### src/rtl/div_iter_if.sv
// div_iter_if: request/result bundle between the execute stage and the iterative divider.
interface div_iter_if #(parameter int WIDTH = 32);
    logic             start;
    logic             sign;
    logic [WIDTH-1:0] a;
    logic [WIDTH-1:0] b;
    logic [WIDTH-1:0] q;
    logic [WIDTH-1:0] r;
    logic             busy;
    logic             ready;
    modport master (output start, sign, a, b, input q, r, busy, ready);
    modport slave  (input start, sign, a, b, output q, r, busy, ready);
endinterface

### src/rtl/div_iter.sv
// div_iter: restoring divider for DIV/DIVU/REM/REMU, one trial subtraction per clock.
// Optional macro DIV_EARLY_OUT_EN: divide-by-zero and signed overflow finish without iterating.
module div_iter #(parameter int WIDTH = 32) (
    input  logic      clk,
    input  logic      rst,
    div_iter_if.slave bus
);
    localparam logic [1:0] IDLE = 2'd0;
    localparam logic [1:0] CALC = 2'd1;
    localparam logic [1:0] DONE = 2'd2;
    localparam int CW = (WIDTH > 1) ? $clog2(WIDTH) : 1;

    logic [1:0]       r_state;
    logic [CW-1:0]    r_cnt;
    logic [WIDTH-1:0] r_rem;
    logic [WIDTH-1:0] r_quo;
    logic [WIDTH-1:0] r_div;
    logic [WIDTH-1:0] r_q;
    logic [WIDTH-1:0] r_r;
    logic             r_qneg;
    logic             r_rneg;

    logic [WIDTH-1:0] w_abs_a;
    logic [WIDTH-1:0] w_abs_b;
    logic [WIDTH:0]   w_shift;
    logic [WIDTH:0]   w_diff;
    logic             w_ge;
    logic [WIDTH-1:0] w_rem_nxt;
    logic [WIDTH-1:0] w_quo_nxt;
    logic             w_last;
    logic             w_bz;

    assign w_abs_a = (bus.sign && bus.a[WIDTH-1]) ? -bus.a : bus.a;
    assign w_abs_b = (bus.sign && bus.b[WIDTH-1]) ? -bus.b : bus.b;
    assign w_bz    = (bus.b == '0);

    // r_quo doubles as the dividend shift register; its MSB feeds the partial remainder
    assign w_shift   = {r_rem, r_quo[WIDTH-1]};
    assign w_diff    = w_shift - {1'b0, r_div};
    assign w_ge      = w_shift[WIDTH] | ~w_diff[WIDTH];
    assign w_rem_nxt = w_ge ? w_diff[WIDTH-1:0] : w_shift[WIDTH-1:0];
    assign w_quo_nxt = {r_quo[WIDTH-2:0], w_ge};
    assign w_last    = (r_cnt == CW'(WIDTH - 1));

`ifdef DIV_EARLY_OUT_EN
    logic w_ovf;
    assign w_ovf = bus.sign && (bus.a == {1'b1, {(WIDTH-1){1'b0}}}) && (bus.b == '1);
`endif

    always_ff @(posedge clk or posedge rst) begin
        if (rst) begin
            r_state <= IDLE;
            r_cnt   <= '0;
            r_rem   <= '0;
            r_quo   <= '0;
            r_div   <= '0;
            r_q     <= '0;
            r_r     <= '0;
            r_qneg  <= 1'b0;
            r_rneg  <= 1'b0;
        end else if (r_state == CALC) begin
            r_rem <= w_rem_nxt;
            r_quo <= w_quo_nxt;
            r_cnt <= r_cnt + CW'(1);
            if (w_last) begin
                r_state <= DONE;
                r_q     <= r_qneg ? -w_quo_nxt : w_quo_nxt;
                r_r     <= r_rneg ? -w_rem_nxt : w_rem_nxt;
            end
        end else if (bus.start) begin
            r_state <= CALC;
            r_cnt   <= '0;
            r_rem   <= '0;
            r_quo   <= w_abs_a;
            r_div   <= w_abs_b;
            // quotient of x/0 stays all ones, so its sign fixup is suppressed
            r_qneg  <= bus.sign && (bus.a[WIDTH-1] ^ bus.b[WIDTH-1]) && !w_bz;
            r_rneg  <= bus.sign && bus.a[WIDTH-1];
`ifdef DIV_EARLY_OUT_EN
            if (w_bz || w_ovf) begin
                r_state <= DONE;
                r_q     <= w_bz ? '1 : bus.a;
                r_r     <= w_bz ? bus.a : '0;
            end
`endif
        end else begin
            r_state <= IDLE;
        end
    end

    assign bus.q     = r_q;
    assign bus.r     = r_r;
    assign bus.busy  = (r_state == CALC);
    assign bus.ready = (r_state == DONE);
endmodule

### src/flat_wrapper.sv
// flat-port wrapper written by rule: the top's interface ports become plain ports
module div_iter_flat 
#(parameter int WIDTH = 32)
  (clk, rst, bus_start, bus_sign, bus_a, bus_b, bus_q, bus_r, bus_busy, bus_ready);
  div_iter_if #(.WIDTH(WIDTH)) bus_i ();
  input  logic clk;
  input  logic rst;
  input wire logic [$bits(bus_i.start)-1:0] bus_start;
  input wire logic [$bits(bus_i.sign)-1:0] bus_sign;
  input wire logic [$bits(bus_i.a)-1:0] bus_a;
  input wire logic [$bits(bus_i.b)-1:0] bus_b;
  output wire logic [$bits(bus_i.q)-1:0] bus_q;
  output wire logic [$bits(bus_i.r)-1:0] bus_r;
  output wire logic [$bits(bus_i.busy)-1:0] bus_busy;
  output wire logic [$bits(bus_i.ready)-1:0] bus_ready;
  assign bus_i.start = bus_start;
  assign bus_i.sign = bus_sign;
  assign bus_i.a = bus_a;
  assign bus_i.b = bus_b;
  assign bus_q = bus_i.q;
  assign bus_r = bus_i.r;
  assign bus_busy = bus_i.busy;
  assign bus_ready = bus_i.ready;
  div_iter #(.WIDTH(WIDTH)) u_core (.clk(clk), .rst(rst), .bus(bus_i));
endmodule
### config.mk
export PLATFORM = sky130hd
export DESIGN_NAME = div_iter_flat
export DESIGN_NICKNAME = d
export VERILOG_FILES = /design/src/rtl/div_iter_if.sv /design/src/rtl/div_iter.sv /design/src/flat_wrapper.sv
export SDC_FILE = /design/constraint.sdc
export NUM_CORES = 1
export LEC_CHECK = 0
export CORE_MARGIN = 4
export CORE_UTILIZATION = 55
export DETAILED_ROUTE_END_ITERATION = 10
export HOLD_SLACK_MARGIN = 0.12
export PLACE_DENSITY = 0.9
export SYNTH_ARGS = -nofsm -noshare
export SYNTH_HDL_FRONTEND = slang
export SYNTH_SLANG_ARGS = --single-unit
### constraint.sdc
create_clock -name clk -period 12.14 [get_ports clk]
set_clock_uncertainty 0.1 [all_clocks]
set_input_delay 2.428 -clock clk [delete_from_list [all_inputs] [get_ports clk]]
set_output_delay 2.428 -clock clk [all_outputs]
set_load 0.02 [all_outputs]
== After elaboration in Yosys (flattened, before gate mapping) ==
Index checks and enable logic that the tools add are counted.

* Output and inout port bits: 66
* Input port bits: 68
* Word-level logic and storage cells: 46
* Bits in registers: 169

* Equal/unequal tests: 4
* Reduce and logical (&&, ||, !) cells: 9
* Multiplexer cells: 14
* Bitwise logic cells: 4
* Add/subtract/negate cells: 6

{| class="wikitable"
|+ Operators with widths
! kind !! number
|-
| $mux 32 || 9
|-
| $neg 32->32 || 4
|-
| $sub 33x32->33 || 1
|-
| $logic_not 32->1 || 1
|-
| $mux 5 || 2
|-
| $add 5x1->5 const B || 1
|-
| $eq 5x5->1 const B || 1
|-
| $logic_and 1x1->1 || 4
|-
| $mux 2 || 2
|-
| $reduce_and 2->1 || 2
|-
| $eq 2x1->1 const B || 1
|-
| $eq 2x2->1 const B || 1
|-
| $ne 2x1->1 const B || 1
|-
| $not 1->1 || 2
|-
| $reduce_bool 2->1 || 1
|-
| $logic_not 1->1 || 1
|-
| $mux 1 || 1
|-
| $or 1x1->1 || 1
|-
| $xor 1x1->1 || 1
|}

== Longest topological paths before layout ==
Gate-level depths: netlist of run 1.

* Depth after elaboration: 6
* Gate-level depth with buffers: 24
* Depth with buffers taken out: 20

== Least setup slack after synthesis of run 1 ==
No wires, ideal clock.

* Kind: register to register
* From: reg u_core.r_quo[31]
* To: reg u_core.r_r[22] (netlist: u_core.bus.r[22])
* Cell stages (with the launch flop): 25
* Period minus slack after synthesis: 5231 ps
* Path slack: 6909 ps
* Required time: 11915 ps
* Arrival time: 5007 ps
* Path buffers: 4
* Library setup time: 125 ps
* Cell sequence: dfrtp_1 > inv_1 > ha_1 > fa_1 > nand2b_1 > a21o_1 > a31oi_1 > o211ai_2 > nand2_4 > buf_6 > buf_2 > clkbuf_1 > clkbuf_1 > nand2_1 > o21ai_0 > ha_1 > nand2_1 > a21oi_1 > nor4b_1 > o2111a_1 > o22ai_1 > a2111oi_0 > nor2_1 > xnor2_1 > mux2_2

* Word-level cells in the longest chain between the ends: 6

{| class="wikitable"
|+ Ends and longest elaborated chain
! item !! RTL line !! RTL
|-
| start: declaration || div_iter.sv:16 || <nowiki>logic [WIDTH-1:0] r_quo;</nowiki>
|-
| start signal: assignment || div_iter.sv:63 || <nowiki>r_quo <= w_quo_nxt;</nowiki>
|-
| start signal: assignment || div_iter.sv:74 || <nowiki>r_quo <= w_abs_a;</nowiki>
|-
| $sub 33x32->33 || div_iter.sv:39 || <nowiki>assign w_diff = w_shift - {1'b0, r_div};</nowiki>
|-
| $not 1->1 || div_iter.sv:40 || <nowiki>assign w_ge = w_shift[WIDTH] | ~w_diff[WIDTH];</nowiki>
|-
| $or 1x1->1 || div_iter.sv:40 ||
|-
| $mux 32 (*) || div_iter.sv:41 || <nowiki>assign w_rem_nxt = w_ge ? w_diff[WIDTH-1:0] : w_shift[WIDTH-1:0];</nowiki>
|-
| $neg 32->32 || div_iter.sv:68 || <nowiki>r_r <= r_rneg ? -w_rem_nxt : w_rem_nxt;</nowiki>
|-
| $mux 32 (*) || div_iter.sv:68 ||
|-
| end signal: assignment || div_iter.sv:68 ||
|-
| end: declaration || div_iter.sv:19 || <nowiki>logic [WIDTH-1:0] r_r;</nowiki>
|}

Mark *: on every way between the ends. The rest lies on a longest branch, timed or not.
A chain may end at the register's enable or synchronous reset.

== Worst setup path after layout of run 1 ==
* From: reg u_core.r_quo[31]
* To: reg u_core.r_r[30] (netlist: u_core.bus.r[30])

The elaborated chain is that of the path after synthesis.

==> summary.md, run 1 <==
| Metric | Value |
|---|---|
| Status | completed |
| Synth-to-Final Area Change | 15.9% |
| Post-Synthesis Cell Area | 12000 um2 |
| Clock buffer depth | 2 |
| First-pass GRT wire length | between 50000 and 60000 um |
| Clock root buffer master | clkbuf_16 |
| I/O pin count | around 130 |
| Layout Cells excl Fill | 1824 |
| RD Place Congestion | between 0.9 and 1 |
| Setup TNS | 0 ns |
| Vias in the first global route | around 10000 |
| # diodes | 0 |
| Syn nets | ~1600 |
| Share of layout cells above drive strength 1 | about 4.9% |
| Setup-failing EPs final | 0 |
| Final-report hold violation count | 0 |
| RSZ-0062 raised after global routing | false |
| Top_reg_cell synth | dfrtp_1 |
| DP HPWL | 24900 um |
| Final Max Tran Viols | 0 |
| WL/cell | approximately 19 um |
| Core Area | 21200 um2 |
| Port bufs | 133 |
| Number of flops mapped to enable cells by yosys | 0 |
| Slew headroom | roughly 24% |
| Detailed Route Iter0 Violations | 1063 |
| CP Class | reg -> reg |
| Die extent in y | approximately 160 um |
| Detailed Routing Iterations Pass 1 | 5 |
| Arrival @ worst endpoint | between 6 and 7 ns |
| Startpoint types | flip-flop |
| Largest net degree at the start of global routing | roughly 130 |
| Asr flop ratio synth | 100% |
| H-tree levels | 4 |
| Number of routed nets with antenna violations | 0 |
| Vias per std cell | about 6.2 |
| Vias | about 11000 |
| DRC Markers | 0 |
| Period minus WS final | 5.88 ns |
| TritonCTS clock tree | yes |
| Sequential share of the synthesized area | 35.3% |
| Hold_ws | 0.380 ns |
| Final #Nets | between 1500 and 2000 |
| Postcts setup bufs | 0 |
| Fillers | about 1800 |
| Clk sinks | about 170 |
| Die Area | around 24000 um2 |
| Synth Register Bits | between 150 and 200 |
| DRT Wirelength | 33800 um |
| Synth warn | 0 |
| Part of the cycle the worst path needs | about half |
| Placed Instances | between 1500 and 2000 |
| Row count | 53 |
| Slew @ Worst Pin | between 1 and 1.5 ns |
| Initial antenna violation count | 0 |
| Max_cap viols | 0 |
| Total global routing overflow | 0 |
| GR Util All Layers | around 28% |
| Clk slew on worst S/H paths | roughly 0.07 ns |
| Crit-path max FO | 57 |
| WP data required | between 10 and 15 ns |
| Yosys cell types | 84 |
| DIE WIDTH | around 160 um |
| Avg Cell Area, Syn | between 8 and 9 um2 |
| CP endpoint kind | flip-flop |
| CTS resizes | 0 |
| CTS Hold Bufs | 0 |
| Syn Inst Count | between 1000 and 1500 |
| Initial Utilization | between 50 and 60% |
| CTS buffer count | 17 |
| Hold Crit Class | reg -> reg |
| Clock Latency Late Sink | around 0.45 ns |
| Max frequency | between 0.15 and 0.2 GHz |
==> stage by stage <==
stage	util (%)	setup WS, ns	instance area, um2
after global placement	62.6	6.51	13300
after floorplan	-	5.04	12000
after detailed placement	62.6	6.31	13300
final	65.4	6.26	13900
after CTS	65.4	6.42	13900
after global routing	65.4	5.83	13900
==> final timing paths <==
| check | from | to | slack (ns) | cells past startpoint |
|---|---|---|---|---|
| max in group asynchronous | rst | u_core.r_div[10]$_DFFE_PP0P_ | 7.71 | 4 |
| setup / recovery | u_core.r_quo[31]$_DFFE_PP0P_ | u_core.bus.r[30]$_DFFE_PP0P_ | 6.26 | 20 |
| setup reg to reg | u_core.r_quo[31]$_DFFE_PP0P_ | u_core.bus.r[30]$_DFFE_PP0P_ | 6.26 | 20 |
| hold reg to reg | u_core.r_div[4]$_DFFE_PP0P_ | u_core.r_div[4]$_DFFE_PP0P_ | 0.38 | 2 |
| hold / removal | u_core.r_div[4]$_DFFE_PP0P_ | u_core.r_div[4]$_DFFE_PP0P_ | 0.38 | 2 |
| min in group asynchronous | rst | u_core.bus.q[21]$_DFFE_PP0P_ | 2.27 | 2 |
==> cell families (layout without fill, tap and decap cells) <==
group / count (synthesis) / in the layout / share of synthesized area, %
buffers and inverters: 142 / 229 / 5.33
XOR/XNOR: 129 / 129 / 9.43
adder cells (fa/ha/maj): 39 / 39 / 4.14
AO/OA/AOI/OAI: 448 / 448 / 22.8
AND/OR/NAND/NOR: 507 / 507 / 20.6
flip-flops: 169 / 169 / 35.3
multiplexers: 28 / 28 / 2.36
==> cell type report <==
cell class	count	area [um2]	area share, %
tap	275	344	2.48
timing repair buffer	139	1370	9.88
sequential	169	4230	30.5
multi-input combinational	1151	7120	51.3
clock inverter	14	154	1.11
inverter	58	223	1.60
clock buffer	18	439	3.16
==> state kept, by name, indices dropped and copies added, names as in the netlist <==
signal and count:
u_core.r_quo 32, u_core.bus.q 32, u_core.r_qneg 1, u_core.r_state 2, u_core.r_cnt 5, u_core.r_rem 32
u_core.r_div 32, u_core.r_rneg 1, u_core.bus.r 32
==> layer usage <==
| metal | wire length (um) | vias to the layer above | GRT usage, % |
|---|---|---|---|
| li1 | - | 5344 | - |
| met1 | 14900 | 5365 | 39.7 |
| met2 | 15500 | 480 | 43.9 |
| met3 | 2740 | 55 | 4.99 |
| met4 | 670 | 0 | 7.29 |
| met5 | 0 | - | 0 |
==> cells in the final DEF (no fill, tap or decap), types with 23 or more instances in the layout <==
cell,n
mux2i_1,26
inv_1,55
or3_1,23
xor2_1,72
nand3b_1,36
nor2_1,73
dfrtp_1,169
a21oi_1,53
xnor2_1,57
nand2_1,240
o31ai_1,24
clkdlybuf4s50_1,132
ha_1,38
nor3_1,24
o21ai_0,245
==> synth_stat cells (6+ instances only) <==
| master | n | area [um2] |
|---|---|---|
| a211oi_1 | 8 | 60.1 |
| a21o_1 | 17 | 128 |
| a21oi_1 | 53 | 265 |
| a31oi_1 | 8 | 50.1 |
| and2_1 | 10 | 62.6 |
| and4_1 | 6 | 52.6 |
| buf_1 | 9 | 33.8 |
| buf_2 | 10 | 50.1 |
| clkbuf_1 | 55 | 206 |
| dfrtp_1 | 169 | 4230 |
| ha_1 | 38 | 475 |
| inv_1 | 57 | 214 |
| mux2i_1 | 26 | 260 |
| nand2_1 | 241 | 905 |
| nand2b_1 | 11 | 68.8 |
| nand3_1 | 15 | 75.1 |
| nand3b_1 | 36 | 270 |
| nand4_1 | 9 | 56.3 |
| nor2_1 | 73 | 274 |
| nor3_1 | 24 | 120 |
| nor4_1 | 14 | 87.6 |
| o211ai_1 | 11 | 82.6 |
| o21a_1 | 8 | 60.1 |
| o21ai_0 | 245 | 1230 |
| o21ai_1 | 9 | 45.0 |
| o31ai_1 | 24 | 180 |
| o41ai_1 | 12 | 105 |
| or3_1 | 23 | 144 |
| or4_1 | 14 | 105 |
| xnor2_1 | 57 | 499 |
| xor2_1 | 72 | 631 |
==> critical path: stages, from the launching register on <==
cell and delay [ns]:
dfrtp_1 0.37, inv_1 0.07, ha_1 0.21, fa_1 0.39, nand2b_1 0.19, a21o_1 0.23
a31oi_1 0.33, o211ai_2 0.20, nand2_4 0.57, nand2_1 0.10, o21ai_0 0.17, ha_1 0.26
nand2_1 0.07, a21oi_1 0.17, nor4b_1 0.45, o2111a_1 0.31, o22ai_1 0.10, a2111oi_0 0.85
a41oi_1 0.27, xnor2_1 0.19, o21ai_0 0.09
Power of run 1 is left out: the tool's default activity adds up to more than one toggle a clock period on the data nets, which glitch-free logic cannot reach.
==> run 2, diff against run 1 <==
CORE_UTILIZATION = 52   (was 55)
clock period = 5.2 ns   (was 12.14 ns; I/O delays follow)
==> run 2 against run 1 <==
Compared with the run above:
- final cell count up 0.88%
- sequential share of layout area down 0.16 points
- setup slack worse by 5.8 ns
==> summary.md, run 2 (synthesis results as in run 1) <==
| Metric | Value |
|---|---|
| Port bufs | 133 (unchanged) |
| Worst setup margin | 0.413 ns (-5.85 ns) |
| Clock root buffer master | clkbuf_16 |
| First-pass GRT wire length | 54400 um (-0.24%) |
| Final #Nets | 1649 (+0.37%) |
| Vias | 11200 (-0.20%) |
| Final-report hold violation count | 0 (unchanged) |
| Setup TNS | 0 ns (unchanged) |
| Arrival @ worst endpoint | 4.96 ns (-1.10 ns) |
| Crit-path max FO | 9 (-84%) |
| Fillers | 1943 (+9.2%) |
| CP max-delay cell | o41ai_1 |
| Top Metal Used | met5 |
| Setup-failing EPs final | 0 (unchanged) |
| Total global routing overflow | 0 (unchanged) |
| RSZ-0062 raised after global routing | false |
| Met3 routed WL | 2940 um (+7.3%) |
| Hold Crit Depth | 2 (unchanged) |
| DP HPWL | 25100 um (+0.72%) |
| Slew headroom | 27.1% (+3.0 points) |
| Final Max Tran Viols | 0 (unchanged) |
| WL/cell | 18.3 um (-1.6%) |
| # diodes | 0 (unchanged) |
| Row count | 55 (+3.8%) |
| Slew @ Worst Pin | 1.09 ns (-0.0449 ns) |
| Number of routed nets with antenna violations | 0 (unchanged) |
| Most common cell after layout, fill and taps aside | o21ai_0 |
| Critical Path, Cell by Cell | ha_1 > a21oi_2 > o21ai_0 > a21o_1 > o211ai_2 > nand2_4 > inv_2 > ha_1 > nand2_1 > or3_1 > or2_2 > nand2b_1 > nand2b_1 > o41ai_1 > nand2_1 > xnor2_1 > o21ai_1 |
| Initial Utilization | 52.9% (-3.5 points) |
| Status | completed |
| I/O pin count | 134 (unchanged) |
| Initial antenna violation count | 1 (+1) |
| GR Util All Layers | 25.8% (-2.0 points) |
| Die extent in y | 160 um (+2.7%) |
| Vias in the first global route | 10400 (+0.11%) |
| RD Place Congestion | 0.978 (-1.3%) |
| Part of the cycle the worst path needs | 92.1% (+44 points) |
| Startpoint types | flip-flop |
| Period minus WS final | 4.79 ns (-1.09 ns) |
| Vias per std cell | 6.10 (-1.1%) |
| CP Class | reg -> reg |
| Clk sinks | 169 (unchanged) |
| TritonCTS clock tree | yes |
| Die Area | 25500 um2 (+5.5%) |
| Pre-CTS setup slack | 0.149 ns (-6.16 ns) |
| Delay of the slowest cell on the worst path | 0.68 ns (-0.17 ns) |
| Clock Latency Late Sink | 0.44 ns (about the same) |
| Max_cap viols | 0 (unchanged) |
| Hold Crit Class | reg -> reg |
| Detailed Routing Iterations Pass 1 | 6 (+1) |
| Reg2Reg Depth | 17 (-15%) |
| CTS buffer count | 17 (unchanged) |
| CP endpoint kind | flip-flop |
| Commonest cells after routing, fill and taps aside | o21ai_0 (245), nand2_1 (240), dfrtp_1 (169) |
| DRT Wirelength | 33600 um (-0.72%) |
| Largest net degree at the start of global routing | 170 (+35%) |
| Synth-to-Final Area Change | 16.5% |
| H-tree levels | 4 (unchanged) |
| Core Area | 22600 um2 (+6.7%) |
| DIE WIDTH | 160 um (+2.7%) |
| WP data required | 5.37 ns (-6.95 ns) |
| Clock buffer depth | 2 (unchanged) |
| M1 WL | 14800 um (-0.80%) |
| Clk slew on worst S/H paths | 0.07 ns (about the same) |
| Met2 routed WL | 14900 um (-3.6%) |
| Max frequency | 0.209 GHz (+23%) |
| Detailed Route Iter0 Violations | 1208 (+14%) |
| Share of layout cells above drive strength 1 | 5.47% (+0.56 points) |
| CTS Hold Bufs | 0 (unchanged) |
| DRC Markers | 0 (unchanged) |
-- run 2: cell count changes in the layout (fill, tap and decap cells not counted), sizes merged --
cell,change
buf,+6
clkbuf,-1
clkinv,-1
clkinvlp,+2
-- run 2: area by class of cell --
cell class,instances,area (um2),share of cell area [%]
well taps,285,357,2.56
flip-flops and latches,169,4230,30.3
clock inverters,15,153,1.09
multi-input cells,1151,7140,51.2
inverters,58,221,1.59
repair buffers,145,1430,10.2
clock buffers,17,425,3.05
-- run 2: worst paths after layout --
path / start / end / slack, ns
worst max-delay path: u_core.r_rem[10]$_DFFE_PP0P_ / u_core.bus.q[28]$_DFFE_PP0P_ / 0.41
worst min-delay path: u_core.bus.r[23]$_DFFE_PP0P_ / u_core.bus.r[23]$_DFFE_PP0P_ / 0.38
worst max register to register: u_core.r_rem[10]$_DFFE_PP0P_ / u_core.bus.q[28]$_DFFE_PP0P_ / 0.41
worst min register to register: u_core.bus.r[23]$_DFFE_PP0P_ / u_core.bus.r[23]$_DFFE_PP0P_ / 0.38
max in group asynchronous: rst / u_core.r_rem[16]$_DFFE_PP0P_ / 3.21
min in group asynchronous: rst / u_core.bus.q[21]$_DFFE_PP0P_ / 1.11
-- run 2: per-stage QoR --
step	hold slack, ns	instance area, um2	cells	utilization [%]
floorplan	0.350	12000	1462	-
global placement	0.361	13400	1808	59.0
detailed placement	0.370	13400	1808	59.0
CTS	0.386	13900	1840	61.6
global route	0.407	14000	1840	61.6
finish	0.378	14000	1840	61.6
-- run 2: metal layers --
metal	vias to the layer above	global-route usage [%]
met4	2	8.41
met1	5269	37.4
met3	65	4.15
met2	536	39.5
li1	5350	-
met5	-	0
-- run 2: critical path, delay by kind of cell (launching register included) --
| family | cells | cell delay, ns |
|---|---|---|
| buffers and inverters | 1 | 0.10 |
| AND/OR/NAND/NOR | 7 | 1.47 |
| flip-flops | 1 | 0.48 |
| XOR/XNOR | 1 | 0.18 |
| AO/OA/AOI/OAI | 6 | 1.69 |
| adder cells (fa/ha/maj) | 2 | 0.60 |
-- run 2: repair_timing --
action	in CTS	in global routing
buffers inserted	0	0
setup endpoints to repair	0	2
hold endpoints to repair	0	0
resized for setup	0	4
Power of run 2 is left out for the same reason.
